**src/rtl/fifo_pkg.sv**
```systemverilog
// fifo_pkg: FSM encoding and Gray helpers shared by the FIFO write and read sides.
package fifo_pkg;
    typedef enum logic [1:0] {IDLE = 2'b00, WRITE = 2'b01, FULL = 2'b10} state_t;
    function automatic logic [31:0] bin2gray(input logic [31:0] bin);
        return (bin >> 1) ^ bin;
    endfunction
endpackage

```
**src/rtl/fifo_gray2bin.sv**
```systemverilog
// fifo_gray2bin: combinational Gray to binary conversion.
module fifo_gray2bin #(
    parameter int W = 3
) (
    input  logic [W-1:0] gray,
    output logic [W-1:0] bin
);
    for (genvar i = 0; i < W; i++) begin : g_bit
        assign bin[i] = ^(gray >> i);
    end
endmodule

```
**src/rtl/fifo_write_ctrl.sv**
```systemverilog
// fifo_write_ctrl: write-side pointer, full and overflow control for the dual-clock FIFO.
// Define FIFO_WR_ALMOST_FULL_EN to enable walmost_full; otherwise it is tied to 0.
module fifo_write_ctrl
    import fifo_pkg::*;
#(
    parameter int PTR_SZ   = 2,
    parameter int AF_LEVEL = 3
) (
    input  logic              clk,
    input  logic              rst,
    input  logic              winc,
    input  logic [PTR_SZ:0]   wq2_raddr,
    output logic              write_en,
    output logic [PTR_SZ-1:0] waddr,
    output logic [PTR_SZ:0]   waddr_gray,
    output logic              wfull,
    output logic              wovf,
    output logic              walmost_full
);
    // Full when the write Gray pointer equals the read one with its top two bits inverted.
    localparam logic [PTR_SZ:0] FULL_MASK = (PTR_SZ+1)'(3) << (PTR_SZ - 1);
    if (PTR_SZ < 1 || AF_LEVEL < 1 || AF_LEVEL > 2**PTR_SZ) begin : g_bad_cfg
        $error("fifo_write_ctrl: illegal PTR_SZ/AF_LEVEL");
    end
    state_t state, state_next;
    logic [PTR_SZ:0] wbin, wbin_next, wgray_next;
    logic full_next;
    assign write_en   = rst & winc & ~wfull;
    assign wfull      = (state == FULL);
    assign wbin_next  = wbin + (PTR_SZ+1)'(write_en);
    assign wgray_next = (PTR_SZ+1)'(bin2gray(32'(wbin_next)));
    assign full_next  = (wgray_next == (wq2_raddr ^ FULL_MASK));
    always_comb begin
        state_next = IDLE;
        case (state)
            IDLE, WRITE: state_next = full_next ? FULL : (write_en ? WRITE : IDLE);
            FULL:        state_next = full_next ? FULL : IDLE;
            default:     state_next = IDLE;
        endcase
    end
    always_ff @(posedge clk) begin
        if (!rst) begin
            wbin       <= '0;
            waddr      <= '0;
            waddr_gray <= '0;
            wovf       <= 1'b0;
            state      <= IDLE;
        end else begin
            wbin       <= wbin_next;
            waddr      <= wbin_next[PTR_SZ-1:0];
            waddr_gray <= wgray_next;
            wovf       <= winc & wfull;
            state      <= state_next;
        end
    end
`ifdef FIFO_WR_ALMOST_FULL_EN
    logic [PTR_SZ:0] rbin, occ;
    fifo_gray2bin #(.W(PTR_SZ + 1)) u_gray2bin (.gray(wq2_raddr), .bin(rbin));
    assign occ = wbin_next - rbin;
    always_ff @(posedge clk) begin
        if (!rst) walmost_full <= 1'b0;
        else      walmost_full <= (occ >= (PTR_SZ+1)'(AF_LEVEL));
    end
`else
    assign walmost_full = 1'b0;
`endif
endmodule

```
**config.mk**
```make
export PLATFORM = sky130hd
export DESIGN_NAME = fifo_write_ctrl
export DESIGN_NICKNAME = d
export VERILOG_FILES = /design/src/rtl/fifo_pkg.sv /design/src/rtl/fifo_gray2bin.sv /design/src/rtl/fifo_write_ctrl.sv
export SDC_FILE = /design/constraint.sdc
export NUM_CORES = 1
export LEC_CHECK = 0
export BUFFER_PORTS_ARGS = -buffer_cell sky130_fd_sc_hd__buf_2
export CORE_AREA = 2 2 39 41
export DETAILED_ROUTE_END_ITERATION = 8
export DIE_AREA = 0 0 41 43
export MAX_ROUTING_LAYER = met4
export PLACE_DENSITY = 0.55
export SKIP_CTS_REPAIR_TIMING = 1
export SYNTH_ARGS = -nofsm -noshare
export SYNTH_HDL_FRONTEND = slang
export SYNTH_SLANG_ARGS = --single-unit
```
**constraint.sdc**
```tcl
create_clock -name clk -period 3.3 [get_ports clk]
set_clock_uncertainty 0.1 [all_clocks]
set_input_delay 0.66 -clock clk [delete_from_list [all_inputs] [get_ports clk]]
set_output_delay 0.66 -clock clk [all_outputs]
set_load 0.02 [all_outputs]
```
**Yosys cells after proc, flatten, opt, wreduce, memory -nomap -nowiden**

Cells that the tools add are included.

- Bitwise gates (word level): 6
- Add/subtract/negate cells: 1
- Equality and inequality tests: 3
- Multiplexer cells: 4
- Reductions and logical operators: 2

Operator list:

| operator | count |
|---|---|
| $mux 2 | 2 |
| $pmux 2 s2 | 1 |
| $add 3x1->3 | 1 |
| $and 1x1->1 | 3 |
| $eq 3x3->1 | 1 |
| $xor 2x3->3 | 1 |
| $eq 2x1->1 const B | 1 |
| $eq 2x2->1 const B | 1 |
| $logic_not 2->1 | 1 |
| $not 2->2 | 1 |
| $reduce_or 2->1 | 1 |
| $mux 1 | 1 |
| $not 1->1 | 1 |

- Word-level logic and storage cells: 21
- Output and inout bits: 9
- Input bits: 6
- Flip-flop bits (word level): 11

**Logic depth before layout (Yosys ltp)**

- Depth after elaboration: 8
- Mapped depth: 8
- Mapped depth without buffers: 7

**Worst setup path after synthesis**

Ideal clock, no wire load.

- Kind: reg-to-reg
- Start: reg state[1]
- End: reg state[0]
- Arrival: 2.272 ns
- Cell stages (with the launch flop): 9
- Required time: 3.142 ns
- Path slack: 0.870 ns
- Setup time: 0.058 ns
- Clock period less this slack: 2.430 ns
- Path buffers: 1
- Path through: dfxtp_1 -> nor2b_1 -> nor2_1 -> ha_1 -> ha_1 -> buf_6 -> xor2_2 -> a2111oi_2 -> a211o_1

- Word-level cells in the longest chain between the ends: 8
- Elaborated cells between the ends (all ways): 12
- Classes of those cells: add/sub (1); eq/ne (3); mux (3); bitwise (3); reduce/logical (2)

RTL lines:

| element | RTL line | text |
|---|---|---|
| start, declared | fifo_write_ctrl.sv:25 | `state_t state, state_next;` |
| start signal, assigned | fifo_write_ctrl.sv:53 | `state <= state_next;` |
| $eq 2x2->1 | fifo_write_ctrl.sv:29 | `assign wfull = (state == FULL);` |
| via wfull | fifo_write_ctrl.sv:16 | `output logic wfull,` |
| $not 1->1 | fifo_write_ctrl.sv:28 | `assign write_en = rst & winc & ~wfull;` |
| $and 1x1->1 | fifo_write_ctrl.sv:28 |  |
| via write_en | fifo_write_ctrl.sv:13 | `output logic write_en,` |
| $add 3x1->3 | fifo_write_ctrl.sv:30 | `assign wbin_next = wbin + (PTR_SZ+1)'(write_en);` |
| via wbin_next[1] | fifo_write_ctrl.sv:26 | `logic [PTR_SZ:0] wbin, wbin_next, wgray_next;` |
| $xor 2x3->3 | fifo_pkg.sv:5 | `return (bin >> 1) ^ bin;` |
| $eq 3x3->1 | fifo_write_ctrl.sv:32 | `assign full_next = (wgray_next == (wq2_raddr ^ FULL_MASK));` |
| $mux 2 | fifo_write_ctrl.sv:36 | `IDLE, WRITE: state_next = full_next ? FULL : (write_en ? WRITE : IDLE);` |
| $pmux 2 s2 | fifo_write_ctrl.sv:35 | `case (state)` |

The timed path passes the listed nets, and every way through them passes these cells.
A chain may end at the register's enable or synchronous reset.

**Worst setup path after layout**

- Start: in rst
- End: reg state[0]

- Word-level cells in the longest chain between the ends: 7
- Elaborated cells between the ends (all ways): 8
- Classes of those cells: add/sub (1); eq/ne (1); mux (3); bitwise (3)

RTL lines:

| element | RTL line | text |
|---|---|---|
| start, declared | fifo_write_ctrl.sv:10 | `input logic rst,` |
| $and 1x1->1 (2 in series) | fifo_write_ctrl.sv:28 |  |
| $add 3x1->3 | fifo_write_ctrl.sv:30 |  |
| via wbin_next[1] | fifo_write_ctrl.sv:26 |  |
| $xor 2x3->3 | fifo_pkg.sv:5 |  |
| $eq 3x3->1 | fifo_write_ctrl.sv:32 |  |
| $mux 2 | fifo_write_ctrl.sv:36 |  |
| $pmux 2 s2 | fifo_write_ctrl.sv:35 |  |

The timed path passes the listed nets, and every way through them passes these cells.

==> impl_metrics.toml <==
[worst_setup_path]
worstPathMaxFanout = 8
critPathLaunch = "rst"
r2r-end = "state[0]$_SDFF_PN0_"
cp-end-kind = "flop"
timing.rr.start = "state[1]$_SDFF_PN0_"
path_cells = "buf_2, nand2_1, nor2_1, ha_1, ha_1, xor2_2, a2111oi_2, a211o_1"
cp_common_cell = "ha_1"
cp_slowest_cell = "ha_1"
cp-endpoint = "state[0]$_SDFF_PN0_"
arrival_ps = 2290
worstPathRequired_ps = 3400
start_kind = "input port"
reg2reg_depth = 7
path_class = "input port to flop"
r2r_setup_slack_ps = 1180
cpPeakStageDelay_ps = 390

[yosys]
synth_top_cell_by_area = "dfxtp_1"
yosys_register_bits = 8
synth_flop_cell = "dfxtp_1"
ys_warn_count = 0
ys_seq_area_frac = 0.388
synthCells = 38
ys_types = 21
synth_nets = 46
netlist_area_um2 = 413
async_flop_share = 0
yosysTopAreaCellShare = 0.388
yosys-top-cells-area = "dfxtp_1 (39%), xor2_2 (7.9%), and2_1 (6.1%), ha_1 (6.1%), xnor3_2 (5.8%)"
syn_avg_cell_area_um2 = 10.9
synth_edf_count = 0

[detailed_routing]
initialDrtViolationCount = 3
wl_per_cell_um = 9.97
vias = 298
viasPerCell = 4.38
drc_errors = 0
wl_um = 678
first_pass_iters = 2
final_antenna_net_count = 0

[clock_tree]
h-tree-depth = 1
clkLatencyLatePin_ps = 250
cts_sinks = 8
cts_buffer_depth = 2
cts-root-buf = "clkbuf_4"
cts_tree = "done"
numCtsBuffers = 3
cts.reportedPaths.clkPinSlew_ps = 50

[sta]
fin_crit_ps = 2180
setup_ws_ps = 1120
finalSetupTns_ps = 0
post-route-period-util = 0.662
max_freq_ghz = 0.458
finalHoldViolations = 0
setup_violations = 0
final_max_slew_viol_count = 0
rsz0062_at_grt = "no"

[outcome]
status = "completed"

[global_route]
antenna_found_initial = 0
grt_pass1_wl_um = 1170
grt_max_degree = 9
grt_pass1_vias = 282
grtUsageTotal = 0.104
grt.overflow.total = 0

[die]
initial_utilization = 0.298
num_rows = 14
io_pins = 15
core_um2 = 1380
die_x_um = 41
die-area_um2 = 1760
die_height_um = 43

[cells_and_area]
synthToLayoutAreaGrowth_pct = 21.5
n_antenna_cell = 0
final_nets = 62
drive_above_1_share = 0.404

[place]
gp_congestion = 0.628
place.detailed.hpwl_um = 545
io_buffer_count = 13
post-place-ws_ps = 829

[job]
drv_cap = 0

[min_path]
hold_class = "flop to flop"
hold_depth = 2

[power]
p_per_area_nw_per_um2 = 460
ir_drop_uv = 183
p_total_mw = 0.231
p_leak_nw = 0.275
[power breakdown]
part / switching [mW] / internal (mW) / leakage (nW) / total [mW]
Combinational: 0.0256 / 0.0235 / 0.195 / 0.0490
Clock: 0.0335 / 0.0416 / 0.0138 / 0.0751
Sequential: 0.00331 / 0.103 / 0.0653 / 0.107
[cells in the mapped netlist, types with 2 or more instances]
| master | count |
|---|---|
| ha_1 | 2 |
| and3_1 | 2 |
| and2_1 | 4 |
| nor3_1 | 2 |
| nand2_1 | 3 |
| xor2_1 | 2 |
| dfxtp_1 | 8 |
| xor2_2 | 2 |
[state kept, by name, indices dropped and copies added (netlist names)]
| signal | cells |
|---|---|
| waddr_gray | 3 |
| waddr | 1 |
| state | 2 |
| wbin | 1 |
| wovf | 1 |
[through the flow]
stage | hold slack, ps | utilization | cell area [µm²] | instances
2_1_floorplan | 411 | - | 413 | 38
3_3_place_gp | 439 | 0.346 | 479 | 65
3_5_place_dp | 438 | 0.346 | 479 | 65
4_1_cts | 455 | 0.363 | 502 | 68
5_1_grt | 478 | 0.363 | 502 | 68
6_report | 449 | 0.363 | 502 | 68
[worst max-delay path, delay by kind of cell]
family,cells,cell delay (ps)
and+or+nand+nor,2,220
xor gates and xnor gates,1,190
adders and majority gates,2,590
buffers and inverters,1,140
AOI/OAI and AO/OA,2,490
[cell usage in the layout (no fill, tap or decap)]
master and n:
a2111oi_2 1, a211o_1 1, and2_1 4, and2_2 1, and3_1 2, buf_2 13
clkbuf_4 3, conb_1 1, dfxtp_1 8, ha_1 2, inv_1 1, nand2_1 3
nor2_1 1, nor2b_1 1, nor3_1 2, nor3b_1 1, o2111a_1 1, xnor2_1 1
xnor3_2 1, xor2_1 2, xor2_2 2
[kinds of logic (layout without fill, tap and decap cells)]
logic type	after synthesis	count (layout)	synth area share
compound gates	3	3	0.0848
xor+xnor	6	6	0.200
fa+ha+maj	2	2	0.0606
buf+inv	3	17	0.0545
flops	8	8	0.388
other cells	1	1	0.00908
simple gates	15	15	0.203
[routing by layer]
metal / up-vias / global-route usage / routed length [µm]
met5: - / - / 0
met2: 12 / 0.131 / 304
li1: 153 / - / -
met1: 131 / 0.124 / 300
met4: 0 / 0.0400 / 6
met3: 2 / 0.0785 / 66
[final cells by class]
type,instances,area (µm²)
fillers,146,882
multi-input cells,27,230
flip-flops and latches,8,160
repair buffers,13,65.1
clock buffers,3,22.5
well taps,16,20.0
inverters,1,3.75
[worst min path at each step]
stage,startpoint,endpoint,slack (ps)
floorplan,state[0]$_SDFF_PN0_,state[1]$_SDFF_PN0_,410
global placement,state[0]$_SDFF_PN0_,state[1]$_SDFF_PN0_,440
detailed placement,state[0]$_SDFF_PN0_,state[1]$_SDFF_PN0_,440
CTS,state[0]$_SDFF_PN0_,state[1]$_SDFF_PN0_,450
global route,state[0]$_SDFF_PN0_,state[1]$_SDFF_PN0_,480
finish,state[0]$_SDFF_PN0_,state[1]$_SDFF_PN0_,450
Power figures use the tool's default switching activity.
